### config.mk
export PLATFORM = sky130hd
export DESIGN_NAME = alu_ctrl_seq
export DESIGN_NICKNAME = d
export VERILOG_FILES = /design/src/rtl/alu_ctrl_seq.sv
export SDC_FILE = /design/constraint.sdc
export NUM_CORES = 1
export LEC_CHECK = 0
export ABC_AREA = 0
export CAP_MARGIN = 0
export CORE_MARGIN = 5
export CORE_UTILIZATION = 30
export CTS_BUF_LIST = sky130_fd_sc_hd__clkbuf_8
export DETAILED_ROUTE_END_ITERATION = 7
export SETUP_SLACK_MARGIN = 0.3
export SYNTH_ARGS = -nofsm -noshare
export SYNTH_HDL_FRONTEND = slang
export SYNTH_SLANG_ARGS = --single-unit
### constraint.sdc
create_clock -name clk -period 4.1 [get_ports clk]
set_input_delay 0.615 -clock clk [delete_from_list [all_inputs] [get_ports clk]]
set_output_delay 0.615 -clock clk [all_outputs]
set_load 0.02 [all_outputs]
### src/rtl/alu_ctrl_seq.sv
// alu_ctrl_seq: registered, handshaked ALU-control decoder with MULT/DIV sequencing
// Ports:
//   clk, rst_n          clock, asynchronous active-low reset
//   in_valid/in_ready   request handshake carrying aluop and funct
//   out_valid/out_ready response handshake carrying alu_ctrl, is_muldiv, illegal
//   busy                a MULT/DIV is counting down
//   illegal_sticky      only when ALUCTL_STICKY_EN is defined; latches any accepted illegal op
module alu_ctrl_seq #(
  parameter int CTRL_W     = 4,
  parameter int FUNCT_W    = 6,
  parameter int MULDIV_LAT = 8,
  parameter int CNT_W      = 8
) (
  input  logic               clk,
  input  logic               rst_n,
  input  logic               in_valid,
  output logic               in_ready,
  input  logic [1:0]         aluop,
  input  logic [FUNCT_W-1:0] funct,
  output logic               out_valid,
  input  logic               out_ready,
  output logic [CTRL_W-1:0]  alu_ctrl,
  output logic               is_muldiv,
  output logic               illegal,
  output logic               busy
`ifdef ALUCTL_STICKY_EN
  ,output logic              illegal_sticky
`endif
);
  localparam logic [1:0] S_IDLE = 2'd0;
  localparam logic [1:0] S_BUSY = 2'd1;
  localparam logic [1:0] S_DONE = 2'd2;
  logic [1:0]       r_state;
  logic [CNT_W-1:0] r_cnt;
  logic             r_valid;
  logic [3:0]       r_code;
  logic             r_md;
  logic             r_ill;
  logic             r_rdy_en;
  logic [3:0]       w_code;
  logic             w_md;
  logic             w_ill;
  logic             w_acc;
  always_comb begin
    w_code = 4'b1111;
    w_ill  = 1'b0;
    w_md   = 1'b0;
    if (aluop != 2'b10) begin
      w_code = (aluop == 2'b00) ? 4'b0010 : (aluop == 2'b01) ? 4'b0110 : 4'b0001;
    end else begin
      case (funct)
        FUNCT_W'(6'b100000): w_code = 4'b0010;
        FUNCT_W'(6'b100010): w_code = 4'b0110;
        FUNCT_W'(6'b100100): w_code = 4'b0000;
        FUNCT_W'(6'b100101): w_code = 4'b0001;
        FUNCT_W'(6'b100110): w_code = 4'b1001;
        FUNCT_W'(6'b100111): w_code = 4'b1100;
        FUNCT_W'(6'b101010): w_code = 4'b0111;
        FUNCT_W'(6'b000000): w_code = 4'b1000;
        FUNCT_W'(6'b000010): w_code = 4'b1011;
        FUNCT_W'(6'b011000): begin w_code = 4'b1101; w_md = 1'b1; end
        FUNCT_W'(6'b011010): begin w_code = 4'b1110; w_md = 1'b1; end
        default:             w_ill = 1'b1;
      endcase
    end
  end
  // r_rdy_en holds in_ready low during reset and for the first cycle after release
  assign in_ready  = r_rdy_en && (r_state == S_IDLE) && (!r_valid || out_ready);
  assign w_acc     = in_valid && in_ready;
  assign out_valid = r_valid;
  assign alu_ctrl  = CTRL_W'(r_code);
  assign is_muldiv = r_md;
  assign illegal   = r_ill;
  assign busy      = (r_state == S_BUSY);
  always_ff @(posedge clk or negedge rst_n) begin
    if (!rst_n) begin
      r_state  <= S_IDLE;
      r_cnt    <= '0;
      r_valid  <= 1'b0;
      r_code   <= '0;
      r_md     <= 1'b0;
      r_ill    <= 1'b0;
      r_rdy_en <= 1'b0;
    end else begin
      r_rdy_en <= 1'b1;
      case (r_state)
        S_IDLE: begin
          if (w_acc) begin
            r_code  <= w_code;
            r_md    <= w_md;
            r_ill   <= w_ill;
            r_valid <= !w_md;
            r_cnt   <= CNT_W'(MULDIV_LAT - 1);
            r_state <= w_md ? S_BUSY : S_IDLE;
          end else if (out_ready) begin
            r_valid <= 1'b0;
          end
        end
        S_BUSY: begin
          if (r_cnt == '0) begin
            r_state <= S_DONE;
            r_valid <= 1'b1;
          end else begin
            r_cnt <= r_cnt - 1'b1;
          end
        end
        default: begin
          if (out_ready) begin
            r_state <= S_IDLE;
            r_valid <= 1'b0;
          end
        end
      endcase
    end
  end
`ifdef ALUCTL_STICKY_EN
  logic r_sticky;
  assign illegal_sticky = r_sticky;
  always_ff @(posedge clk or negedge rst_n) begin
    if (!rst_n) r_sticky <= 1'b0;
    else if (w_acc && w_ill) r_sticky <= 1'b1;
  end
`endif
endmodule

==> Word level (Yosys, flattened, before mapping) <==
Cells that the tools add are included.
{ "word_totals": {"word_cells": 61, "input_bits": 12, "output_inout_bits": 9, "regBits": 18} }
{ "classes": {"n_eq_ne": 16, "n_mux": 20, "reduce_logical": 17, "addsub": 1} }
{ "op_table": {"columns": ["operator", "count"], "rows": [
  ["4-bit one-hot mux with 11 select lines", 1],
  ["6-bit equality test, second input constant", 7],
  ["8-bit 2-to-1 mux", 2],
  ["8-bit one-hot mux with 2 select lines", 1],
  ["6-bit by 5-bit equality test with 1-bit output, second input constant", 2],
  ["11-bit OR reduction", 1],
  ["8-bit logical NOT", 1],
  ["1-bit 2-to-1 mux", 8],
  ["8-bit by 1-bit subtractor with 8-bit output, second input constant", 1],
  ["6-bit by 2-bit equality test with 1-bit output, second input constant", 1],
  ["6-bit logical NOT", 1],
  ["2-bit 2-to-1 mux", 3],
  ["3-bit 2-to-1 mux", 2],
  ["2-bit != test, second input constant", 3],
  ["3-bit AND reduction", 2],
  ["2-bit by 1-bit equality test with 1-bit output, second input constant", 2],
  ["2-bit logical NOT", 2],
  ["4-bit 2-to-1 mux", 1],
  ["2-bit one-hot mux with 2 select lines", 1],
  ["1-bit logical AND", 3],
  ["3-bit nonzero test", 1],
  ["1-bit logical NOT", 2],
  ["2-bit by 1-bit != test with 1-bit output, second input constant", 1],
  ["1-bit one-hot mux with 2 select lines", 1],
  ["4 further kinds", 4]
]} }

==> Depth between registers and ports, before layout <==
{ "logic_depth": {"word_depth": 7, "depth_mapped": 6, "depth_no_buf": 6} }

==> Worst setup path after synthesis <==
OpenSTA, ideal clock, no wires.
{ "synth_path": {"path_kind": "in2out", "start": "input out_ready", "end": "output in_ready", "required_ns": 3.485, "stages": 2, "setup_slack_ns": 2.104, "path_buffers": 0, "arrival_ns": 1.381, "path_cell_list": "nor2b_2 -> nor4b_1"} }
{ "synth_via": {"elab_chain_len": 2} }
{ "synth_lines": {"columns": ["item", "line_no", "text"], "rows": [
  ["start: declaration", "21", "input logic out_ready,"],
  ["1-bit logical OR", "68", "assign in_ready = r_rdy_en && (r_state == S_IDLE) && (!r_valid || out_ready);"],
  ["1-bit logical AND", "68", null],
  ["end: declaration", "17", "output logic in_ready,"]
]} }
Every way passes these cells.

==> Worst setup path after layout <==
Same ends and word-level chain as after synthesis.

==> Flow_metrics.wiki <==
{| class="wikitable"
! Metric !! Value
|-
| Outcome || finished clean
|-
| Count of routing violations after the opening detailed-route iteration || 60
|-
| Critical path peak fanout || 3
|-
| Most Frequent Cell on Critical Path || clkdlybuf4s50_1
|-
| Path class of the lowest-slack min-delay path || flip-flop to flip-flop
|-
| Fin Setup TNS || 0 ns
|-
| Via count || 918
|-
| Worst reg2reg startpoint || r_cnt[0]
|-
| Cts bufs inserted || 3
|-
| Top-Level Pins || 21
|-
| Leading cell type in the layout, fill and taps excluded || clkdlybuf4s50_1
|-
| Number of remaining DRC errors || 0
|-
| CTS Hold Bufs || 0
|-
| Highest-delay cell along the critical path || clkdlybuf4s50_1
|-
| Clock period minus final worst setup slack || 2.67 ns
|-
| Depth of the worst hold-timing path || 1
|-
| Number of search-and-repair iterations in the first detailed-routing pass || 4
|-
| Clock edge transition at the registers on the reported setup and hold paths || 0.06 ns
|-
| Final routed wirelength across all metal layers || 2.31 mm
|-
| Final worst-path cycle share || 0.651
|-
| Maximum cell stage delay along the critical path || 0.65 ns
|-
| Overall die height || 69.2 um
|-
| Data arrival time of the worst path || 2.05 ns
|-
| Sequential cell area in the final layout || 450 um2
|-
| FILL cells || 371
|-
| Worst Setup Slack, final || 1.43 ns
|-
| Class of the most critical setup path || primary input to output port
|-
| Worst-case clock buffer depth || 2
|-
| Row Count || 21
|-
| Die Footprint || 4790 um2
|-
| Post-synth EDFFs || 0
|-
| Placed wire-length estimate || 1.79 mm
|-
| Static leakage power || 0.569 nW
|-
| Area of the multi-input gates || 554 um2
|-
| Category of the worst setup path launch point || primary input
|-
| Fraction of layout cells with a size suffix above 1 || 0.0692
|-
| Sequential cell area fraction in the yosys report || 0.429
|-
| TritonCTS clock tree || done
|-
| Relative max-transition margin || 0.473
|-
| Total Nets Final || 146
|-
| Number of buffers inserted to repair setup after CTS || 0
|-
| Fraction of power consumed by the clock network || 0.279
|-
| M1 GR Usage || 0.120
|-
| Syn-to-layout area delta || 26.9%
|-
| Port buffer count || 20
|-
| Crit. End Element || output port
|-
| Net switching power figure || 118 uW
|-
| Commonest cells after routing, fill and taps aside || clkdlybuf4s50_1, dfrtp_1, nor2_1, o21ai_0, nand2_1
|-
| Async set-reset flop share out of synthesis || 1.00
|-
| Number of hold-slack violations in the final timing report || 0
|-
| Final setup violation count || 0
|-
| Total number of H-tree levels || 1
|-
| Maximum vdd ir drop || 0.000103 V
|-
| Number of cell instances on the worst register-to-register path || 6
|-
| Routing layer with the top usage in global route || met2
|-
| Area of the placeable core || 3360 um2
|-
| Diode insertion count for antenna repair || 0
|-
| Syn Inst Count || 110
|-
| Switching share of power || 0.279
|-
| Total internal power || 306 uW
|-
| Crit path launch || out_ready
|-
| Maximum achievable frequency || 375 MHz
|-
| Worst setup path end || in_ready
|-
| Reg-to-reg slack, setup || 2.29 ns
|-
| Most used flip-flop cell after synthesis || dfrtp_1
|-
| Post-Synthesis Net Count || 124
|-
| Part of the power in combinational logic || 0.242
|-
| Vias in the first global route || 933
|-
| Post-synthesis instance area || 1050 um2
|-
| Number of flip-flops and latches in the synthesized netlist || 18
|-
| Wire length per cell || 13.1 um
|-
| Total gr overflow || 0
|-
| Post-Synthesis Mean Instance Area || 9.55 um2
|-
| Worst hold-check slack || 0.488 ns
|-
| Max-slew violation total from the final report || 0
|-
| Via/cell ratio || 5.22
|-
| Largest net degree at the start of global routing || 19
|-
| Worst-case clock skew || 0.00132 ns
|-
| Actual slew at the worst max-slew pin || 0.788 ns
|-
| Clk sinks || 18
|-
| Power density over cell area || 318 nW/um2
|-
| Met2 demand-to-capacity share in global routing || 0.180
|-
| GR Util met3 || 0.0275
|-
| Power after layout || 424 uW
|-
| Worst R2R End || r_cnt[2]
|-
| Global-route wire length before repair || 4.11 mm
|-
| Required time of the critical path || 3.48 ns
|-
| Sequential power share || 0.479
|-
| Yosys warning count || 0
|-
| GRT Total Usage || 0.102
|-
| Initial Util || 0.312
|-
| Cell-by-cell trace of the critical path || clkdlybuf4s50_1, nor2b_2, nor4b_1, clkdlybuf4s50_1
|-
| Pre-CTS setup slack || 1.41 ns
|-
| Clock latency on the worst-skew pair || 0.25 ns
|-
| Width of the chip || 69.2 um
|-
| RSZ-0062 raised after global routing || no
|-
| RD Place Congestion || 0.873
|-
| Clock Root Buffer || clkbuf_8
|-
| Antenna violations before repair || 0
|-
| Number of gates resized after cts || 0
|-
| # Max-Cap Violations || 0
|-
| Cell variety after synth || 41
|-
| Remaining antenna violation count after routing || 0
|}
synth_stat cells (all sizes together), types with 3 or more instances:
master,n,area share
nor2,8,0.029
nand2,8,0.029
nor3,4,0.019
o21ai,8,0.038
inv,5,0.018
a31oi,4,0.024
nand2b,3,0.018
nand4,4,0.024
mux2i,3,0.029
nor2b,3,0.020
dfrtp,18,0.43
xor2,3,0.025
a21oi,4,0.019
registers in the layout, indices dropped and copies added, names as in the netlist:
signal / flops
out_valid: 1
is_muldiv: 1
illegal: 1
r_cnt: 8
r_rdy_en: 1
alu_ctrl: 4
r_state: 2
power by group through the flow:
stage | Combinational (mW) | Clock, mW | Sequential (mW)
after floorplan | 0.0449 | 0 | 0.216
after global placement | 0.102 | 0 | 0.206
after detailed placement | 0.104 | 0 | 0.206
after CTS | 0.104 | 0.124 | 0.203
after global routing | 0.114 | 0.129 | 0.205
final | 0.102 | 0.118 | 0.203
worst max-delay path, delay by kind of cell:
kind	cells	cell delay [ns]
buffers and inverters	2	1.15
and+or+nand+nor	2	0.29
how the worst min path moves through the flow:
stage	start	to	slack, ns
floorplan	rst_n	alu_ctrl[0]	0.32
global placement	alu_ctrl[3]	alu_ctrl[3]	0.48
detailed placement	is_muldiv	is_muldiv	0.48
CTS	is_muldiv	is_muldiv	0.50
global route	is_muldiv	is_muldiv	0.51
finish	is_muldiv	is_muldiv	0.49
stage by stage:
| stage | util | area, um2 | std cells |
|---|---|---|---|
| 3_5_place_dp | 0.384 | 1290 | 173 |
| 5_1_grt | 0.397 | 1330 | 176 |
| 4_1_cts | 0.397 | 1330 | 176 |
| 2_1_floorplan | - | 1050 | 110 |
| 3_3_place_gp | 0.384 | 1290 | 173 |
| 6_report | 0.397 | 1330 | 176 |
final cells by class:
class / count / share of cell area
clock buffer: 3 / 0.0310
inverter: 6 / 0.0169
multi-input combinational: 82 / 0.416
sequential: 18 / 0.338
tap: 46 / 0.0432
timing repair buffer: 21 / 0.156
cell families (layout without fill, tap and decap cells):
kind of cell	count (synthesis)	count (layout)	synth area share
other	1	1	0.00357
xor gates and xnor gates	3	3	0.0250
buffers and inverters	10	30	0.0440
and+or+nand+nor	41	41	0.231
DFF	18	18	0.429
AOI/OAI and AO/OA	32	32	0.215
muxes	3	3	0.0286
adders and majority gates	2	2	0.0238
routing by layer:
| metal | share of wire | routed length [um] |
|---|---|---|
| met3 | 0.051 | 117 |
| met5 | 0 | 0 |
| met1 | 0.44 | 1010 |
| met4 | 0.0048 | 11 |
| met2 | 0.51 | 1170 |
Power figures use the tool's default switching activity.
